==> src/rtl/gtxe2_chnl_rx_oob.sv <==
// Receive-side SATA out-of-band detector for the GTXE2 channel model.
// Measures burst and gap lengths of the electrical-idle indication. Reports a
// completed COMINIT/COMRESET or COMWAKE sequence as a one-cycle pulse.
module gtxe2_chnl_rx_oob #(
    parameter int          BURST_MIN          = 12,
    parameter int          BURST_MAX          = 20,
    parameter int          WAKE_IDLE_MIN      = 12,
    parameter int          WAKE_IDLE_MAX      = 20,
    parameter int          INIT_IDLE_MIN      = 40,
    parameter int          INIT_IDLE_MAX      = 56,
    parameter logic [3:0]  SATA_BURST_SEQ_LEN = 4'b0100
) (
    input  logic clk,
    input  logic reset,
    input  logic rx_idle,
    output logic RXELECIDLE,
    output logic RXCOMINITDET,
    output logic RXCOMWAKEDET
);

    // A sequence of fewer than two bursts has no gap to classify, so 0 and 1 act as 2.
    localparam logic [3:0] REQ = (SATA_BURST_SEQ_LEN < 4'd2) ? 4'd2 : SATA_BURST_SEQ_LEN;

    localparam logic [7:0] B_MIN  = 8'(BURST_MIN);
    localparam logic [7:0] B_MAX  = 8'(BURST_MAX);
    localparam logic [7:0] W_MIN  = 8'(WAKE_IDLE_MIN);
    localparam logic [7:0] W_MAX  = 8'(WAKE_IDLE_MAX);
    localparam logic [7:0] I_MIN  = 8'(INIT_IDLE_MIN);
    localparam logic [7:0] I_MAX  = 8'(INIT_IDLE_MAX);

    typedef enum logic [1:0] {S_LEAD, S_BURST, S_GAP} state_t;
    typedef enum logic [1:0] {CLS_NONE, CLS_INIT, CLS_WAKE} cls_t;

    state_t     state_q, state_d;
    cls_t       cls_q, cls_d;
    cls_t       gap_cls;
    logic [7:0] burst_q, burst_d;
    logic [7:0] gap_q, gap_d;
    logic [3:0] nb_q, nb_d;
    logic [3:0] nb_inc;
    logic       init_d, wake_d;

    function automatic logic [7:0] sat_inc(input logic [7:0] v);
        return (v == 8'hFF) ? v : v + 8'd1;
    endfunction

    assign nb_inc = nb_q + 4'd1;

    // Next-state, counter and detect-pulse logic.
    always_comb begin
        // NOTE: every output of this block gets a default first, so no path can leave one unassigned and infer a latch.
        state_d = state_q;
        cls_d   = cls_q;
        burst_d = burst_q;
        gap_d   = gap_q;
        nb_d    = nb_q;
        init_d  = 1'b0;
        wake_d  = 1'b0;
        gap_cls = CLS_NONE;
        case (state_q)
            S_LEAD: begin
                // The leading gap carries no class information.
                if (!rx_idle) begin
                    state_d = S_BURST;
                    burst_d = 8'd1;
                end
            end
            S_BURST: begin
                if (!rx_idle) begin
                    burst_d = sat_inc(burst_q);
                end else if (burst_q < B_MIN || burst_q > B_MAX) begin
                    nb_d    = 4'd0;
                    cls_d   = CLS_NONE;
                    state_d = S_LEAD;
                end else if (nb_inc >= REQ) begin
                    init_d  = (cls_q == CLS_INIT);
                    wake_d  = (cls_q == CLS_WAKE);
                    nb_d    = 4'd0;
                    cls_d   = CLS_NONE;
                    state_d = S_LEAD;
                end else begin
                    nb_d    = nb_inc;
                    gap_d   = 8'd1;
                    state_d = S_GAP;
                end
            end
            S_GAP: begin
                if (rx_idle) begin
                    // Longer than the largest window: no class can match any more.
                    if (gap_q >= I_MAX) begin
                        nb_d    = 4'd0;
                        cls_d   = CLS_NONE;
                        state_d = S_LEAD;
                    end else begin
                        gap_d = sat_inc(gap_q);
                    end
                end else begin
                    if (gap_q >= W_MIN && gap_q <= W_MAX)
                        gap_cls = CLS_WAKE;
                    else if (gap_q >= I_MIN && gap_q <= I_MAX)
                        gap_cls = CLS_INIT;
                    // This active sample always opens a new burst.
                    state_d = S_BURST;
                    burst_d = 8'd1;
                    if (gap_cls == CLS_NONE) begin
                        nb_d  = 4'd0;
                        cls_d = CLS_NONE;
                    end else begin
                        // A class change restarts counting with the burst just seen.
                        if (cls_q != CLS_NONE && cls_q != gap_cls)
                            nb_d = 4'd1;
                        cls_d = gap_cls;
                    end
                end
            end
            default: state_d = S_LEAD;
        endcase
    end

    // State, counters and registered outputs.
    always_ff @(posedge clk) begin
        // NOTE: sequential state uses non-blocking assignments so every register samples pre-edge values.
        if (reset) begin
            state_q      <= S_LEAD;
            cls_q        <= CLS_NONE;
            burst_q      <= 8'd0;
            gap_q        <= 8'd0;
            nb_q         <= 4'd0;
            RXELECIDLE   <= 1'b1;
            RXCOMINITDET <= 1'b0;
            RXCOMWAKEDET <= 1'b0;
        end else begin
            state_q      <= state_d;
            cls_q        <= cls_d;
            burst_q      <= burst_d;
            gap_q        <= gap_d;
            nb_q         <= nb_d;
            RXELECIDLE   <= rx_idle;
            RXCOMINITDET <= init_d;
            RXCOMWAKEDET <= wake_d;
        end
    end

endmodule

==> config.mk <==
export PLATFORM = sky130hd
export DESIGN_NAME = gtxe2_chnl_rx_oob
export DESIGN_NICKNAME = d
export VERILOG_FILES = /design/src/rtl/gtxe2_chnl_rx_oob.sv
export SDC_FILE = /design/constraint.sdc
export NUM_CORES = 1
export LEC_CHECK = 0
export BUFFER_PORTS_ARGS = -buffer_cell sky130_fd_sc_hd__buf_2
export CORE_MARGIN = 2
export CORE_UTILIZATION = 27
export DETAILED_ROUTE_END_ITERATION = 6
export GPL_ROUTABILITY_DRIVEN = 0
export MAX_ROUTING_LAYER = met4
export PLACE_DENSITY = 0.39
export SLEW_MARGIN = 5
export SYNTH_ARGS = -nofsm -noshare
export SYNTH_HDL_FRONTEND = slang
export SYNTH_SLANG_ARGS = --single-unit
==> constraint.sdc <==
create_clock -name clk -period 2.25 [get_ports clk]
set_input_delay 0.1125 -clock clk [delete_from_list [all_inputs] [get_ports clk]]
set_output_delay 0.1125 -clock clk [all_outputs]
set_load 0.02 [all_outputs]
Word level (Yosys, flattened, before mapping):

Index checks and enable logic that the tools add are counted.

* flip-flop bits (word level): 27
* input port bits: 3
* output and inout port bits: 3
* logic and storage cells: 94

* $add $sub $neg: 3
* $lt $le $gt $ge: 8
* equality and inequality tests: 20
* mux-type cells: 36
* bitwise logic cells: 3
* reduce and logical (&&, ||, !) cells: 16

Operators with widths (number)
* $mux 8: 9
* $pmux 8 s2: 2
* $mux 2: 14
* $mux 4: 7
* $ne 2x2->1 const B: 10
* $add 8x1->8 const B: 2
* $eq 8x8->1 const B: 2
* $ge 8x6->1 const B: 2
* $reduce_and 4->1: 3
* $ge 8x4->1 const B: 1
* $gt 8x5->1 const B: 1
* $le 8x5->1 const B: 1
* $le 8x6->1 const B: 1
* $lt 8x4->1 const B: 1
* $pmux 4 s2: 1
* $reduce_and 7->1: 1
* $ne 3x3->1 const B: 2
* $pmux 2 s3: 1
* $reduce_bool 2->1: 3
* $reduce_or 5->1: 1
* $add 4x1->4 const B: 1
* $eq 2x1->1 const B: 2
* $eq 2x2->1 const B: 2
* $ge 4x3->1 const B: 1
* 10 further kinds: 15

Depth between registers and ports, before layout:

Gate-level depths: netlist of run 1.

* depth after elaboration: 12
* mapped depth: 8
* gate-level depth less buffers: 7

Least setup slack after synthesis of run 1:

OpenSTA, ideal clock, no wires.

* kind: register to register
* start point: register state_q[0]
* end point: register nb_q[0]
* library setup time: 0.119 ns
* arrival: 1.878 ns
* path slack: 0.253 ns
* stages on the path, launching flop included: 8
* path buffers: 1
* clock period less this slack: 1.997 ns
* cell sequence: dfxtp_1 -> inv_1 -> ha_1 -> buf_6 -> nor3b_4 -> a311o_1 -> or3_1 -> o221a_1

* cells in the longest elaborated chain, start to end: 3
* elaborated cells on any way between the ends: 8
* classes of those cells: 5 x eq/ne; 1 x mux; 2 x reduce/logical

RTL lines
* from (decl): line 34 `state_t state_q, state_d;`
* from (signal assigned): line 133 `state_q <= state_d;`
* $eq 2x2->1 or $eq 2x1->1 (tied branches): line 60 `case (state_q)`
* $ne 4x4->1 (no line) (tied with other cells)
* $reduce_and 4->1 (no line)
* to (signal assigned): line 137 `nb_q <= nb_d;`
* to (decl): line 39 `logic [3:0] nb_q, nb_d;`

Parallel ways exist; a longest one is shown, timed or not.
A chain may end at the register's enable or synchronous reset.

Worst setup path in the final report of run 1:

Ends and elaborated chain as after synthesis.

==> flow_summary.yaml, run 1 <==
outcome:
  status: "finished, final reports clean"
floorplanning:
  die_h_um: 83.4
  ios: 6
  row_count: 28
  core_area_um2: 5990
  initial_core_util_pct: 28.4
  die_area_um2: 6950
  fp.dieW_um: 83.4
synth:
  synth_seq_area_share_pct: 31.8
  ys.flop_type: "dfxtp_1"
  synth_mux_area_share_pct: 3.53
  synth.distinct_cells: 62
  syn_inst: 194
  synthAdderAreaFrac_pct: 6.62
  async_flop_share_pct: 0
  synth_compound_area_share_pct: 20.7
  synth_area_per_cell_um2: 8.76
  synthXorXnorAreaFrac_pct: 2.58
  synth_edf_count: 0
  ys_warn_count: 0
  syn_area_um2: 1700
  yosys.area_share.simple_pct: 28.8
  ys_seq_elements: 27
  synth_top_family_by_area: "simple AND/OR/NAND/NOR gates"
  mappedNetlistNets: 206
layout:
  drive_gt1_share_pct: 14.1
  fin_util_pct: 30.7
  n_antenna_cell: 0
  nets: 212
  syn2layout_area_growth_pct: 8.32
power_and_ir_drop:
  power_density_nw_per_um2: 488
  clock_power_share_pct: 32.7
  p_int_mw: 0.651
  combinationalPowerShare_pct: 12.1
  leakagePower_nw: 0.642
  swShare_pct: 27.5
  p_switching_mw: 0.248
  pwr-share-seq_pct: 55.3
  ir_worst_vdd_mv: 0.211
hold_path:
  min_path_type: "in2reg"
  min_path_cells: 2
  min_to: "state_q[0]"
  hp-start: "reset"
sta:
  rsz0062_at_grt: "no"
  fin_setup_tns_ps: 0
  finClkSkew_ps: 4.61
  setup-violations-final: 0
  min_period_over_period_pct: 92.3
  hold_viol_final: 0
  drv_slew: 0
  slew_headroom_pct: 63.0
  worstMarginPinSlew_ps: 552
  period_needed_ps: 2080
  fmax_mhz: 481
critical_path:
  r2r_start: "state_q[0]"
  crit_type: "reg2reg"
  cp.arrival_ps: 2260
  critPathCaptureType: "register"
  required_ps: 2430
  crit_fanout: 6
  start_kind: "register"
  rrSetupSlack_ps: 170
  reg2reg_to: "nb_q[0]"
  r2r_cells: 6
grt:
  met1_usage_pct: 15.0
  use_met2_pct: 22.7
  grt_pass1_wl_um: 7180
  antenna_found_initial: 0
  first_global_vias: 1500
  grt_usage_pct: 13.0
  busiest_layer: "met2"
  grt-ovfl-total: 0
  use_met3_pct: 1.99
  grt_max_degree: 17
cts:
  ctsResizeCount: 0
  clockRootBuffer: "clkbuf_8"
  cts_buffers: 3
  cts_tree: "built"
  clkTransAtPathRegs_ps: 100
  cts_hold_buf: 0
  htree_num_levels: 1
  cts.sinks: 27
  cts_buffer_depth: 2
  postCtsSetupBuffers: 0
  clk_latency_ps: 280
run:
  cap_violations: 0
route:
  viasPerCell: 5.41
  wl_per_cell_um: 15.0
  drtPass1Iterations: 4
  routed_wl_um: 4120
  drc: 0
  initialDrtViolationCount: 115
  num_vias: 1482
  ant_nets: 0
placement:
  portBuffers: 5
  place_hpwl_um: 3220
power groups by stage:
stage	clock [mW]	sequential (mW)	combinational, mW
after detailed placement	0	0.507	0.108
final	0.294	0.497	0.108
after global placement	0	0.507	0.108
after global routing	0.339	0.499	0.123
after floorplan	0	0.506	0.0794
after CTS	0.310	0.497	0.109
cell families after synthesis:
logic type | after synthesis
and+or+nand+nor | 80
AOI/OAI and AO/OA | 46
DFF | 27
buffers and inverters | 21
adders and majority gates | 9
muxes | 6
xor gates and xnor gates | 5
worst max path at each step:
stage                    start       end  slack [ps]  depth (start not counted)
global placement    state_q[0]   nb_q[0]         250                          6
CTS                 state_q[0]   nb_q[0]         160                          6
floorplan           state_q[0]   nb_q[0]         250                          7
finish              state_q[0]   nb_q[0]         170                          6
global route        state_q[0]  gap_q[4]          10                          8
detailed placement  state_q[0]   nb_q[0]         170                          6
layout by cell type, fill, tap and decap left out, types with 3 or more instances in the layout:
cell type,n
nor3b_1,4
dfxtp_1,27
nor3_1,3
a31oi_1,3
ha_1,9
o21ai_1,4
nor2_1,14
clkbuf_8,3
a21oi_1,6
buf_2,5
nand2_1,12
buf_4,3
nand4_1,7
nand3_1,5
inv_1,14
nand2b_1,4
nor4_1,6
nor2b_1,3
or3_1,3
o21ai_0,3
mux2i_1,6
xnor2_1,4
Yosys cell counts, types with 3 or more instances:
master	count	area, um^2
nand4_1	7	43.8
nand3_1	5	25.0
xnor2_1	4	35.0
nand2b_1	4	25.0
a21oi_1	6	30.0
inv_1	14	52.6
o21ai_0	3	15.0
buf_2	3	15.0
ha_1	9	113
or3_1	3	18.8
nor3_1	3	15.0
o21ai_1	4	20.0
nor2b_1	3	18.8
mux2i_1	6	60.1
nor3b_1	4	30.0
a31oi_1	3	18.8
nand2_1	12	45.0
nor4_1	6	37.5
nor2_1	14	52.6
dfxtp_1	27	541
per-layer routing:
layer | vias up | share of wire (%)
li1 | 734 | -
met1 | 708 | 45
met2 | 31 | 49
met3 | 9 | 4.2
met4 | 0 | 2.1
met5 | - | 0
worst max-delay path, stage by stage (launching register included):
cell,delay (ps)
dfxtp_1,430
inv_1,90
ha_1,270
nor3b_4,190
a311o_1,390
or3_1,380
o221a_1,220
state kept, by name, indices dropped and copies added, names as in the netlist:
name and flops:
RXCOMINITDET 1, RXCOMWAKEDET 1, gap_q 8, burst_q 8, nb_q 4, cls_q 2
state_q 2, RXELECIDLE 1
per-stage QoR:
stage	std cells	area (um^2)	total power, mW	setup slack, ps	hold slack, ps
2_1_floorplan	194	1700	0.586	253	230
3_3_place_gp	270	1790	0.616	249	480
3_5_place_dp	270	1790	0.615	174	487
4_1_cts	274	1840	0.915	165	203
5_1_grt	274	1840	0.962	12.7	219
6_report	274	1840	0.899	173	213
cell type report:
class / instances / area [um^2]
fill: 645 / 4150
multi-input combinational: 146 / 1060
sequential: 27 / 541
tap: 75 / 93.8
inverter: 14 / 52.6
timing repair buffer: 8 / 47.5
clock buffer: 3 / 41.3
clock inverter: 1 / 7.51
(Power assumes the default switching activity.)
==> run 2: changes to the inputs <==
--- a/config.mk
+++ b/config.mk
@@ -5,7 +5,8 @@
 export SDC_FILE = /design/constraint.sdc
 export NUM_CORES = 1
 export LEC_CHECK = 0
-export BUFFER_PORTS_ARGS = -buffer_cell sky130_fd_sc_hd__buf_2
+export BUFFER_PORTS_ARGS = -buffer_cell sky130_fd_sc_hd__buf_4
+export CORE_ASPECT_RATIO = 1.1
 export CORE_MARGIN = 2
 export CORE_UTILIZATION = 27
 export DETAILED_ROUTE_END_ITERATION = 6
==> run 2 against run 1 <==
Effect of this change: non-clock buffer count stayed put; wire length is 8.4% higher; maximum frequency is 0.91% higher; register-to-register slack better by 20 ps; clock power hardly changed; clock-buffer cell count stayed put; via count is 2.2% lower; first-iteration DRC count is 59% lower; largest cell class unchanged.
==> flow_summary.yaml, run 2 (synthesis results as in run 1) <==
sta:
  fmax_mhz: 486
  fin_setup_tns_ps: 0
  rsz0062_at_grt: "no"
  hold_viol_final: 0
  drv_slew: 0
  fin_ws_ps: 192
  slew_headroom_pct: 67.4
  period_needed_ps: 2060
  finClkSkew_ps: 3.83
  worstMarginPinSlew_ps: 482
  min_period_over_period_pct: 91.5
  setup-violations-final: 0
floorplanning:
  initial_core_util_pct: 27.8
  row_count: 30
  core_area_um2: 6120
  die_h_um: 87.2
  ios: 6
  die_area_um2: 6950
  fp.dieW_um: 79.7
route:
  initialDrtViolationCount: 47
  drc: 0
  routed_wl_um: 4470
  drtPass1Iterations: 4
  ant_nets: 0
  viasPerCell: 5.19
  wl_per_cell_um: 16.0
  num_vias: 1449
critical_path:
  critPathBufInv: 2
  cp.arrival_ps: 2270
  critPathCaptureType: "register"
  reg2reg_to: "gap_q[4]"
  r2r_cells: 7
  crit_fanout: 6
  slowest_stage: "nor4b_1"
  crit_family: "simple AND/OR/NAND/NOR gates"
  r2r_start: "state_q[0]"
  crit_type: "reg2reg"
  crit_path_cell_trace: "inv_1, ha_1, buf_4, and2b_1, a21o_1, nor4b_1, mux2i_1"
  max_stage_delay_ps: 430
  rrSetupSlack_ps: 190
  required_ps: 2460
  start_kind: "register"
layout:
  fillers: 653
  largestRegisters: "burst_q (8), gap_q (8), nb_q (4)"
  final_cell_mix: "26 x dfxtp_1, 14 x inv_1, 14 x nor2_1"
  multi_input_area_um2: 1060
  nets: 212
  mostFrequentLayoutCell: "dfxtp_1"
  drive_gt1_share_pct: 14.6
  syn2layout_area_growth_pct: 9.49
  n_antenna_cell: 0
  seqCellArea_um2: 542
cts:
  clockRootBuffer: "clkbuf_8"
  htree_num_levels: 1
  postCtsSetupBuffers: 0
  cts_tree: "built"
  cts_buffer_depth: 2
  clk_latency_ps: 280
  cts.sinks: 27
  cts_buffers: 3
  clkTransAtPathRegs_ps: 100
placement:
  pre_cts_ws_ps: 129
  portBuffers: 5
  place_hpwl_um: 3340
grt:
  grt-ovfl-total: 0
  grt_usage_pct: 14.2
  antenna_found_initial: 0
  grt_pass1_wl_um: 7400
  grt_max_degree: 17
  first_global_vias: 1482
power_and_ir_drop:
  power_mw: 0.908
  p_int_mw: 0.655
  clock_power_share_pct: 32.5
  power_density_nw_per_um2: 488
  combinationalPowerShare_pct: 12.8
  ir_worst_vdd_mv: 0.206
  swShare_pct: 27.9
  p_switching_mw: 0.254
  leakagePower_nw: 0.644
  pwr-share-seq_pct: 54.7
hold_path:
  min_to: "gap_q[3]"
  min_path_type: "in2reg"
  hp-start: "reset"
  min_path_cells: 2
run:
  cap_violations: 0
outcome:
  status: "finished, final reports clean"
==> run 2: stage by stage <==
stage	instances	hold slack (ps)	util [%]	instance area, um^2
after floorplan	194	230	-	1700
after global placement	275	438	29.6	1810
after detailed placement	275	440	29.6	1810
after CTS	279	131	30.4	1860
after global routing	279	143	30.4	1860
final	279	133	30.4	1860
==> run 2: layout make-up <==
type | count | share of cell area (%)
Tap cell | 80 | 5.38
Clock buffer | 3 | 2.22
Clock inverter | 1 | 0.403
Timing Repair Buffer | 8 | 3.23
Sequential cell | 27 | 29.1
Multi-Input combinational cell | 146 | 56.9
Inverter | 14 | 2.82
==> run 2: power groups by stage <==
stage / clock network [mW] / logic [mW] / registers, mW
2_1_floorplan: 0 / 0.0794 / 0.506
3_3_place_gp: 0 / 0.116 / 0.507
3_5_place_dp: 0 / 0.117 / 0.508
4_1_cts: 0.320 / 0.118 / 0.497
5_1_grt: 0.329 / 0.129 / 0.500
6_report: 0.295 / 0.116 / 0.497
==> run 2: timing repair <==
| action | in CTS | in global routing |
|---|---|---|
| gates resized for setup | 0 | 1 |
| endpoints found under the setup margin | 0 | 1 |
| hold buffers | 0 | 0 |
==> run 2: how the worst max path moves through the flow <==
stage                    start       end  slack (ps)  depth (start not counted)
floorplan           state_q[0]   nb_q[0]         250                          7
global placement    state_q[0]   nb_q[0]         170                          6
detailed placement  state_q[0]   nb_q[0]         130                          6
CTS                 state_q[0]   nb_q[0]         110                          6
global route        burst_q[0]  gap_q[2]          10                          7
finish              state_q[0]  gap_q[4]         190                          7
==> run 2: layer usage <==
layer,track usage [%],wire [um]
met5,-,0
met4,5.80,85
met3,1.87,61
met2,24.4,2260
met1,16.7,2060
==> run 3: changes to the inputs <==
--- a/config.mk
+++ b/config.mk
@@ -5,14 +5,14 @@
 export SDC_FILE = /design/constraint.sdc
 export NUM_CORES = 1
 export LEC_CHECK = 0
-export BUFFER_PORTS_ARGS = -buffer_cell sky130_fd_sc_hd__buf_4
 export CORE_ASPECT_RATIO = 1.1
 export CORE_MARGIN = 2
 export CORE_UTILIZATION = 27
 export DETAILED_ROUTE_END_ITERATION = 6
+export DONT_BUFFER_PORTS = 1
 export GPL_ROUTABILITY_DRIVEN = 0
 export MAX_ROUTING_LAYER = met4
-export PLACE_DENSITY = 0.39
+export PLACE_DENSITY = 0.38
 export SLEW_MARGIN = 5
 export SYNTH_ARGS = -nofsm -noshare
 export SYNTH_HDL_FRONTEND = slang
==> run 3 against run 2 <==
Effect of this change: global-route usage up 0.076 points; total power down 1.5%; clock skew about the same; largest cell class unchanged; non-clock buffer count down 2; critical endpoint is now RXCOMINITDET; via count up 1.7%; die area unchanged; worst setup slack worse by 28 ps; sequential share of layout area about the same.
==> flow_summary.yaml, run 3 (synthesis results as in run 1) <==
critical_path:
  slowest_stage: "or4b_4"
  start_kind: "register"
  crit_type: "reg2reg"
  critPathCaptureType: "register"
  r2r_cells: 6
  startpoint: "nb_q[0]"
  required_ps: 2460
  max_stage_delay_ps: 530
  crit_path_cell_trace: "ha_1, and2_4, a21oi_2, o21a_1, or4b_4, nor3b_2"
  crit_fanout: 10
  cp.arrival_ps: 2300
  r2r_start: "nb_q[0]"
route:
  viasPerCell: 5.32
  drtPass1Iterations: 4
  wl_per_cell_um: 15.8
  drc: 0
  initialDrtViolationCount: 67
  routed_wl_um: 4380
  ant_nets: 0
  num_vias: 1474
cts:
  htree_num_levels: 1
  clk_latency_ps: 280
  clkTransAtPathRegs_ps: 100
  postCtsSetupBuffers: 0
  cts_buffer_depth: 2
  cts.sinks: 27
  cts_tree: "built"
  clockRootBuffer: "clkbuf_8"
  cts_buffers: 3
power_and_ir_drop:
  leakagePower_nw: 0.632
  p_int_mw: 0.654
  ir_worst_vdd_mv: 0.193
  pwr-share-seq_pct: 55.7
  swShare_pct: 26.9
  power_density_nw_per_um2: 481
  clock_power_share_pct: 32.2
  combinationalPowerShare_pct: 12.1
  p_switching_mw: 0.240
sta:
  slew_headroom_pct: 64.5
  fin_setup_tns_ps: 0
  finClkSkew_ps: 4.06
  min_period_over_period_pct: 92.8
  setup-violations-final: 0
  period_needed_ps: 2090
  rsz0062_at_grt: "no"
  fmax_mhz: 479
  drv_slew: 0
  worstMarginPinSlew_ps: 530
  hold_viol_final: 0
run:
  cap_violations: 0
floorplanning:
  core_area_um2: 6120
  ios: 6
  fp.dieW_um: 79.7
  die_h_um: 87.2
  row_count: 30
  die_area_um2: 6950
  initial_core_util_pct: 27.8
layout:
  n_antenna_cell: 0
  stdcell_count: 277
  drive_gt1_share_pct: 12.2
  final_area_um2: 1860
  syn2layout_area_growth_pct: 9.34
  final_cell_mix: "27 x dfxtp_1, 14 x inv_1, 14 x nor2_1"
  nets: 210
  fillers: 649
  mostFrequentLayoutCell: "dfxtp_1"
  fin_util_pct: 30.4
  largestRegisters: "burst_q (8), gap_q (8), nb_q (4)"
placement:
  place_hpwl_um: 3220
  placed_cells: 270
  portBuffers: 0
  dpl_cell_area_um2: 1770
outcome:
  status: "finished, final reports clean"
hold_path:
  min_path_cells: 2
  min_path_type: "in2reg"
  hp-start: "reset"
grt:
  grt_pass1_wl_um: 7530
  first_global_vias: 1525
  grt_max_degree: 17
  grt_usage_pct: 14.3
  grt-ovfl-total: 0
  antenna_found_initial: 0
==> run 3: cell count changes in the layout (fill, tap and decap cells not counted) <==
cell and delta:
dfxtp_2 -1, nor4b_1 -1, nor4b_2 +1, dlygate4sd3_1 +3, dfxtp_1 +1, buf_4 -5
==> run 3: final timing paths <==
check	end	slack, ps
min reg2reg	nb_q[2]	500
min	RXCOMWAKEDET	20
max reg2reg	RXCOMINITDET	160
max	RXCOMINITDET	160
==> run 3: final cells by class <==
class	count	area (um^2)	area share (%)
repair buffers	6	52.6	2.83
flip-flops and latches	27	541	29.1
clock inverters	1	7.51	0.404
multi-input cells	146	1060	57.3
well taps	80	100	5.38
inverters	14	52.6	2.83
clock buffers	3	41.3	2.22
==> run 3: metal layers <==
layer,track usage (%),wire (um)
met1,17.1,1990
met2,24.3,2180
met3,1.35,102
met4,6.27,107
met5,-,0
==> run 3: power groups by stage <==
stage               combinational (mW)  clock (mW)  sequential, mW
global route                     0.123       0.324           0.501
CTS                              0.109       0.306           0.499
global placement                 0.101           0           0.509
finish                           0.108       0.288           0.498
detailed placement               0.100           0           0.509
floorplan                       0.0794           0           0.506
==> run 3: repair_timing <==
| item | CTS | global route |
|---|---|---|
| resized for setup | 0 | 1 |
| setup endpoints to repair | 0 | 1 |
| hold endpoints to repair | 12 | 0 |
| hold buffers | 3 | 0 |
==> run 3: worst max-delay path, delay by kind of cell, from the launching register on <==
family,cells,cell delay (ps)
AOI/OAI and AO/OA,2,550
DFF,1,370
adders and majority gates,1,230
and+or+nand+nor,3,870
==> run 3: stage by stage <==
stage / hold WS (ps) / setup slack (ps) / power [mW]
final: 18.5 / 163 / 0.895
after global placement: 186 / 195 / 0.611
after CTS: 5.49 / 160 / 0.914
after detailed placement: 187 / 172 / 0.610
after floorplan: 230 / 253 / 0.586
after global routing: 20.3 / 9.88 / 0.948
